===== config.mk =====
export PLATFORM = sky130hd
export DESIGN_NAME = pipe_ctrl
export DESIGN_NICKNAME = d
export VERILOG_FILES = /design/src/rtl/pipe_ctrl.sv
export SDC_FILE = /design/constraint.sdc
export NUM_CORES = 1
export LEC_CHECK = 0
export BUFFER_PORTS_ARGS = -buffer_cell sky130_fd_sc_hd__buf_2
export CAP_MARGIN = 0
export CORE_AREA = 3 3 40 42
export CTS_BUF_LIST = sky130_fd_sc_hd__clkbuf_16
export CTS_CLUSTER_DIAMETER = 80
export DETAILED_ROUTE_END_ITERATION = 12
export DIE_AREA = 0 0 43 45
export GPL_TIMING_DRIVEN = 0
export MAX_ROUTING_LAYER = met4
export PLACE_DENSITY_LB_ADDON = 0.12
export SETUP_SLACK_MARGIN = 0.15
export SYNTH_ARGS = -nofsm -noshare
export SYNTH_HDL_FRONTEND = slang
export SYNTH_SLANG_ARGS = --single-unit

===== constraint.sdc =====
create_clock -name clk -period 2.6 [get_ports clk]
set_input_delay 0.13 -clock clk [delete_from_list [all_inputs] [get_ports clk]]
set_output_delay 0.13 -clock clk [all_outputs]
set_load 0.1 [all_outputs]

===== src/rtl/pipe_ctrl.sv =====
// Pipeline hazard controller: RUN/STALL/FLUSH/MEMWAIT FSM with registered control decodes.
// Optional performance counters are built when PIPE_CTRL_PERF_EN is defined.
module pipe_ctrl #(
  parameter int unsigned FLUSH_CYCLES = 1,
  parameter int unsigned CNT_W        = 32
) (
  input  logic             clk,
  input  logic             rst,
  input  logic             branch_taken,
  input  logic             load_use,
  input  logic             imem_ready,
`ifdef PIPE_CTRL_PERF_EN
  input  logic             perf_clr,
  output logic [CNT_W-1:0] stall_cnt,
  output logic [CNT_W-1:0] flush_cnt,
`endif
  output logic             pc_en,
  output logic             if_id_stall,
  output logic             if_id_flush,
  output logic             id_ex_flush,
  output logic [1:0]       state
);

  typedef enum logic [1:0] {
    S_RUN     = 2'b00,
    S_STALL   = 2'b01,
    S_FLUSH   = 2'b10,
    S_MEMWAIT = 2'b11
  } state_t;

  localparam logic [2:0] FLUSH_LOAD = 3'(FLUSH_CYCLES - 1);

  if (FLUSH_CYCLES < 1 || FLUSH_CYCLES > 4 || CNT_W < 1) begin : g_param_check
    $error("pipe_ctrl: FLUSH_CYCLES must be 1..4 and CNT_W at least 1");
  end

  state_t     r_state;
  logic [2:0] r_cnt;
  logic       r_pc_en;
  logic       r_if_id_stall;
  logic       r_if_id_flush;
  logic       r_id_ex_flush;
  state_t     w_nxt;
  logic [2:0] w_cnt_nxt;

  // A redirect wins in every state and (re)arms the flush counter.
  always_comb begin
    w_nxt     = r_state;
    w_cnt_nxt = r_cnt;
    if (branch_taken) begin
      w_nxt     = S_FLUSH;
      w_cnt_nxt = FLUSH_LOAD;
    end else begin
      case (r_state)
        S_RUN: begin
          if (load_use)         w_nxt = S_STALL;
          else if (!imem_ready) w_nxt = S_MEMWAIT;
        end
        S_STALL:   w_nxt = S_RUN;
        S_MEMWAIT: if (imem_ready) w_nxt = S_RUN;
        S_FLUSH: begin
          if (r_cnt == 3'd0) w_nxt = imem_ready ? S_RUN : S_MEMWAIT;
          else               w_cnt_nxt = r_cnt - 3'd1;
        end
        default: w_nxt = S_RUN;
      endcase
    end
  end

  // Outputs are decoded from the next state so they land on the sampling edge.
  always_ff @(posedge clk or posedge rst) begin
    if (rst) begin
      r_state       <= S_RUN;
      r_cnt         <= 3'd0;
      r_pc_en       <= 1'b0;
      r_if_id_stall <= 1'b0;
      r_if_id_flush <= 1'b0;
      r_id_ex_flush <= 1'b0;
    end else begin
      r_state       <= w_nxt;
      r_cnt         <= w_cnt_nxt;
      r_pc_en       <= (w_nxt == S_RUN) || (w_nxt == S_FLUSH);
      r_if_id_stall <= (w_nxt == S_STALL);
      r_if_id_flush <= (w_nxt == S_FLUSH) || (w_nxt == S_MEMWAIT);
      r_id_ex_flush <= (w_nxt == S_STALL) || (w_nxt == S_FLUSH);
    end
  end

  assign pc_en       = r_pc_en;
  assign if_id_stall = r_if_id_stall;
  assign if_id_flush = r_if_id_flush;
  assign id_ex_flush = r_id_ex_flush;
  assign state       = r_state;

`ifdef PIPE_CTRL_PERF_EN
  logic [CNT_W-1:0] r_stall_cnt;
  logic [CNT_W-1:0] r_flush_cnt;
  logic             w_stall_evt;
  logic             w_flush_evt;

  assign w_stall_evt = (r_state == S_STALL) || (r_state == S_MEMWAIT);
  assign w_flush_evt = (w_nxt == S_FLUSH) && ((r_state != S_FLUSH) || branch_taken);

  // Saturating counters; a synchronous clear beats a same-cycle increment.
  always_ff @(posedge clk or posedge rst) begin
    if (rst) begin
      r_stall_cnt <= '0;
      r_flush_cnt <= '0;
    end else if (perf_clr) begin
      r_stall_cnt <= '0;
      r_flush_cnt <= '0;
    end else begin
      if (w_stall_evt && (r_stall_cnt != '1)) r_stall_cnt <= r_stall_cnt + CNT_W'(1);
      if (w_flush_evt && (r_flush_cnt != '1)) r_flush_cnt <= r_flush_cnt + CNT_W'(1);
    end
  end

  assign stall_cnt = r_stall_cnt;
  assign flush_cnt = r_flush_cnt;
`endif

endmodule


Word level (Yosys, flattened, before mapping)
Cells that the tools add are included.
{"block": "op_classes", "n_eq_ne": 7, "bitwise_logic": 0, "muxes": 10, "add_sub_neg": 1, "shift": 0, "div_mod_pow": 0, "n_mul": 0, "magnitude_cmp": 0, "reduce_logical": 8}
{"cell": "$mux 2", "count": 6}
{"cell": "$mux 3", "count": 3}
{"cell": "$eq 2x2->1 const B", "count": 4}
{"cell": "$pmux 2 s4", "count": 1}
{"cell": "$eq 2x1->1 const B", "count": 2}
{"cell": "$logic_not 2->1", "count": 2}
{"cell": "$logic_not 3->1", "count": 1}
{"cell": "$logic_or 1x1->1", "count": 3}
{"cell": "$sub 3x1->3 const B", "count": 1}
{"cell": "$ne 2x2->1 const B", "count": 1}
{"cell": "$reduce_and 2->1", "count": 1}
{"cell": "$reduce_bool 2->1", "count": 1}
{"block": "word_totals", "latch_bits": 0, "mem_bits_ro": 0, "mem_bits_rw": 0, "ff_bits": 9, "memories": 0}

Depth between registers and ports, before layout
{"block": "depth", "ltp_word": 6, "ltp_mapped": 7, "ltp_nobuf": 7}

Worst setup path after synthesis
OpenSTA, ideal clock, no wires.
{"block": "synth_timing", "path_type": "register to register", "startpoint": "register r_state[0] (netlist: state[0])", "endpoint": "register r_if_id_flush (netlist: if_id_flush)", "setup_time_ns": 0.062, "synth_period_minus_slack_ns": 2.241, "setup_slack_ns": 0.359, "required_time_ns": 2.538, "arrival_ns": 2.179, "n_path_buf": 0, "stages_incl_launch_ff": 5, "path_cell_list": "dfrtp_1 -> o21bai_1 -> a2111oi_0 -> ha_1 -> or2_2"}
{"block": "synth_via", "elab_chain_len": 6}
{"item": "start, declared", "line_no": "37", "rtl": "state_t r_state;"}
{"item": "start signal, assigned", "line_no": "80", "rtl": "r_state <= w_nxt;"}
{"item": "$mux 2", "line_no": "57", "rtl": "else if (!imem_ready) w_nxt = S_MEMWAIT;"}
{"item": "$mux 2", "line_no": "56", "rtl": "if (load_use) w_nxt = S_STALL;"}
{"item": "$pmux 2 s4 *", "line_no": "54", "rtl": "case (r_state)"}
{"item": "$mux 2 *", "line_no": "50", "rtl": "if (branch_taken) begin"}
{"item": "via w_nxt[0]", "line_no": "43", "rtl": "state_t w_nxt;"}
{"item": "$eq 2x2->1", "line_no": "84", "rtl": "r_if_id_flush <= (w_nxt == S_FLUSH) || (w_nxt == S_MEMWAIT);"}
{"item": "$logic_or 1x1->1 *", "line_no": "84"}
{"item": "end signal, assigned", "line_no": "84"}
{"item": "end, declared", "line_no": "41", "rtl": "logic r_if_id_flush;"}
The timed path passes the listed nets; every way through them passes the cells marked *.
A chain may end at the register's enable or synchronous reset.

Worst setup path after layout
{"block": "layout_timing", "startpoint": "register r_cnt[0]", "endpoint": "register r_if_id_flush (netlist: if_id_flush)"}
{"block": "layout_via", "elab_chain_len": 6}
{"item": "start, declared", "line_no": "38", "rtl": "logic [2:0] r_cnt;"}
{"item": "start signal, assigned", "line_no": "81", "rtl": "r_cnt <= w_cnt_nxt;"}
{"item": "$logic_not 3->1 *", "line_no": "62", "rtl": "if (r_cnt == 3'd0) w_nxt = imem_ready ? S_RUN : S_MEMWAIT;"}
{"item": "$mux 2 *", "line_no": "62"}
{"item": "$pmux 2 s4 *", "line_no": "54"}
{"item": "$mux 2 *", "line_no": "50"}
{"item": "via w_nxt[0]", "line_no": "43"}
{"item": "$eq 2x2->1", "line_no": "84"}
{"item": "$logic_or 1x1->1 *", "line_no": "84"}
Marks and branches as above.

==> results.cfg <==
[run_status]
outcome = completed

[floorplan]
io_pins = 11
die_x_um = 43
rows = 13
dieArea_um2 = 1940
core_area_um2 = 1280
initial_core_util_pct = 36.2
die_h_um = 45

[timing]
relSlewSlack_pct = 42.7
finClkSkew_ns = 0.00227
worst_slew_pin_slew_ns = 0.838
fin_crit_sh_pct = 82.5
hold_viol = 0
drv_slew = 0
fin_crit_ns = 2.15
setup-tns-final_ns = 0
setup_viol_count_final = 0
setup_slack_ns = 0.454
rsz0062_at_grt = false
fmax_mhz = 466

[clock_tree]
cts_max_path_buffers = 2
clock_latency_ns = 0.23
tritoncts = yes
numCtsBuffers = 3
clock-sinks = 9
clkTransAtPathRegs_ns = 0.04
clockRootBuffer = clkbuf_16
htreeDepth = 1
cts-resized-gates = 0

[power_and_ir_drop]
cellLeakagePower_nw = 0.290
peakVddDrop_mv = 0.540
power.density_nw_per_um2 = 1440
p_total_w = 0.000891

[synthesis]
ys.flop_type = dfrtp_1
ys_seq_elements = 9
async_reset_ff_share_pct = 100
synth_top_cell_area_share_pct = 48.4
synth_cell_type_count = 17
yosysTopAreaCell = dfrtp_1
yosysSeqAreaShare_pct = 48.4
syn_area_um2 = 465
synth_common_cells = dfrtp_1, ha_1, inv_1
synth_warnings = 0
synth-edff-count = 0
post-synth-top-count-cell = dfrtp_1
synthCells = 39
yosys-top-cells-area = dfrtp_1, ha_1, a2111o_1
syn_nets = 49
syn_avg_cell_area_um2 = 11.9

[placement]
gp_congestion = 0.743
pre_cts_ws_ns = 0.430
hpwl_um = 633
io_buffers = 9
dp.cells = 63

[layout]
area_growth_pct = 32.8
fin_nets = 64
stdcell_count = 68
diodes = 0
drive_gt1_share_pct = 28.3

[detailed_routing]
firstDrtPassIters = 1
viasPerCell = 5.10
vias = 347
ant_nets = 0
drtIter0Drc = 0
drc_errors = 0
wl_per_cell_um = 12.5
routed_wl_um = 852

[global_route]
use_met2_pct = 15.0
grt_first_pass_wirelength_um = 1390
grt_pass1_vias = 328
antenna_found_initial = 0
grt.total_usage_pct = 10.2
grt_max_degree = 11
top_usage_layer = met2
gr-usage-met3_pct = 0
use_met1_pct = 12.5
grt-ovfl-total = 0

[setup_path]
critPathArrivalTime_ns = 2.32
crit_type = reg2reg
critPathCaptureType = flop
required_ns = 2.77
startpoint_type = flop
path_max_fanout = 5

[job]
maxCapViolCount = 0

[hold_path]
hp-class = in2reg
critical path, cell delays in order (launching register included):
cell	delay, ns
dfrtp_1	0.38
inv_1	0.06
ha_1	0.14
ha_1	0.23
o21bai_1	0.12
a2111oi_0	0.78
ha_1	0.27
or2_2	0.10
per-stage QoR:
step | hold WS, ns | util [%] | instance area, um2
floorplan | -0.0421 | - | 465
global placement | 0.0896 | 41.2 | 529
detailed placement | 0.110 | 41.2 | 529
CTS | 0.319 | 48.1 | 618
global route | 0.343 | 48.1 | 618
finish | 0.322 | 48.1 | 618
cells by family after synthesis:
| group | count (synthesis) | synth area share [%] |
|---|---|---|
| AOI/OAI and AO/OA | 9 | 16.1 |
| adders and majority gates | 5 | 13.4 |
| buffers and inverters | 6 | 4.84 |
| DFF | 9 | 48.4 |
| muxes | 1 | 3.22 |
| and+or+nand+nor | 9 | 14.0 |
flip-flops by register name, indices dropped and copies added, names as in the netlist:
register / count
if_id_stall: 1
state: 2
id_ex_flush: 1
pc_en: 1
if_id_flush: 1
r_cnt: 3
cell usage in the layout, fill, tap and decap left out, types with 2 or more instances in the layout:
master / n
a211oi_1: 3
nor2b_1: 3
dfrtp_1: 9
inv_1: 6
nor4bb_1: 2
buf_2: 9
clkbuf_16: 3
a2111o_1: 2
ha_1: 5
final timing paths:
path                       slack (ns)         start          end  cells past startpoint
max                              0.45      r_cnt[0]  if_id_flush                      7
min                              0.32  branch_taken     r_cnt[1]                      2
max reg2reg                      0.45      r_cnt[0]  if_id_flush                      7
min reg2reg                      0.53      r_cnt[1]     r_cnt[1]                      2
max in group asynchronous        1.95           rst  if_id_stall                      3
min in group asynchronous        0.40           rst        pc_en                      3
layout make-up:
cell class	instances	area, um2
fillers	125	667
well taps	15	18.8
clock inverters	1	3.75
flip-flops and latches	9	225
multi-input cells	24	218
inverters	5	18.8
plain buffers	1	3.75
clock buffers	3	75.1
repair buffers	10	55.1
layer usage:
metal,vias to the layer above,wire length (um),part of all wire [%]
met5,-,0,0
met4,0,31,3.6
met3,4,56,6.6
met2,14,338,40
met1,160,426,50
li1,169,-,-
repair_timing:
action	CTS	global route
hold buffers	1	0
buffers inserted	0	0
endpoints found under the hold margin	9	0
power breakdown:
group / switching [W] / total [W] / internal (W) / leakage, nW
clock: 0.0000626 / 0.000263 / 0.000200 / 0.0423
sequential: 0.0000290 / 0.000213 / 0.000184 / 0.106
combinational: 0.000298 / 0.000415 / 0.000117 / 0.142
No activity file was read; power rests on OpenSTA's default activity.
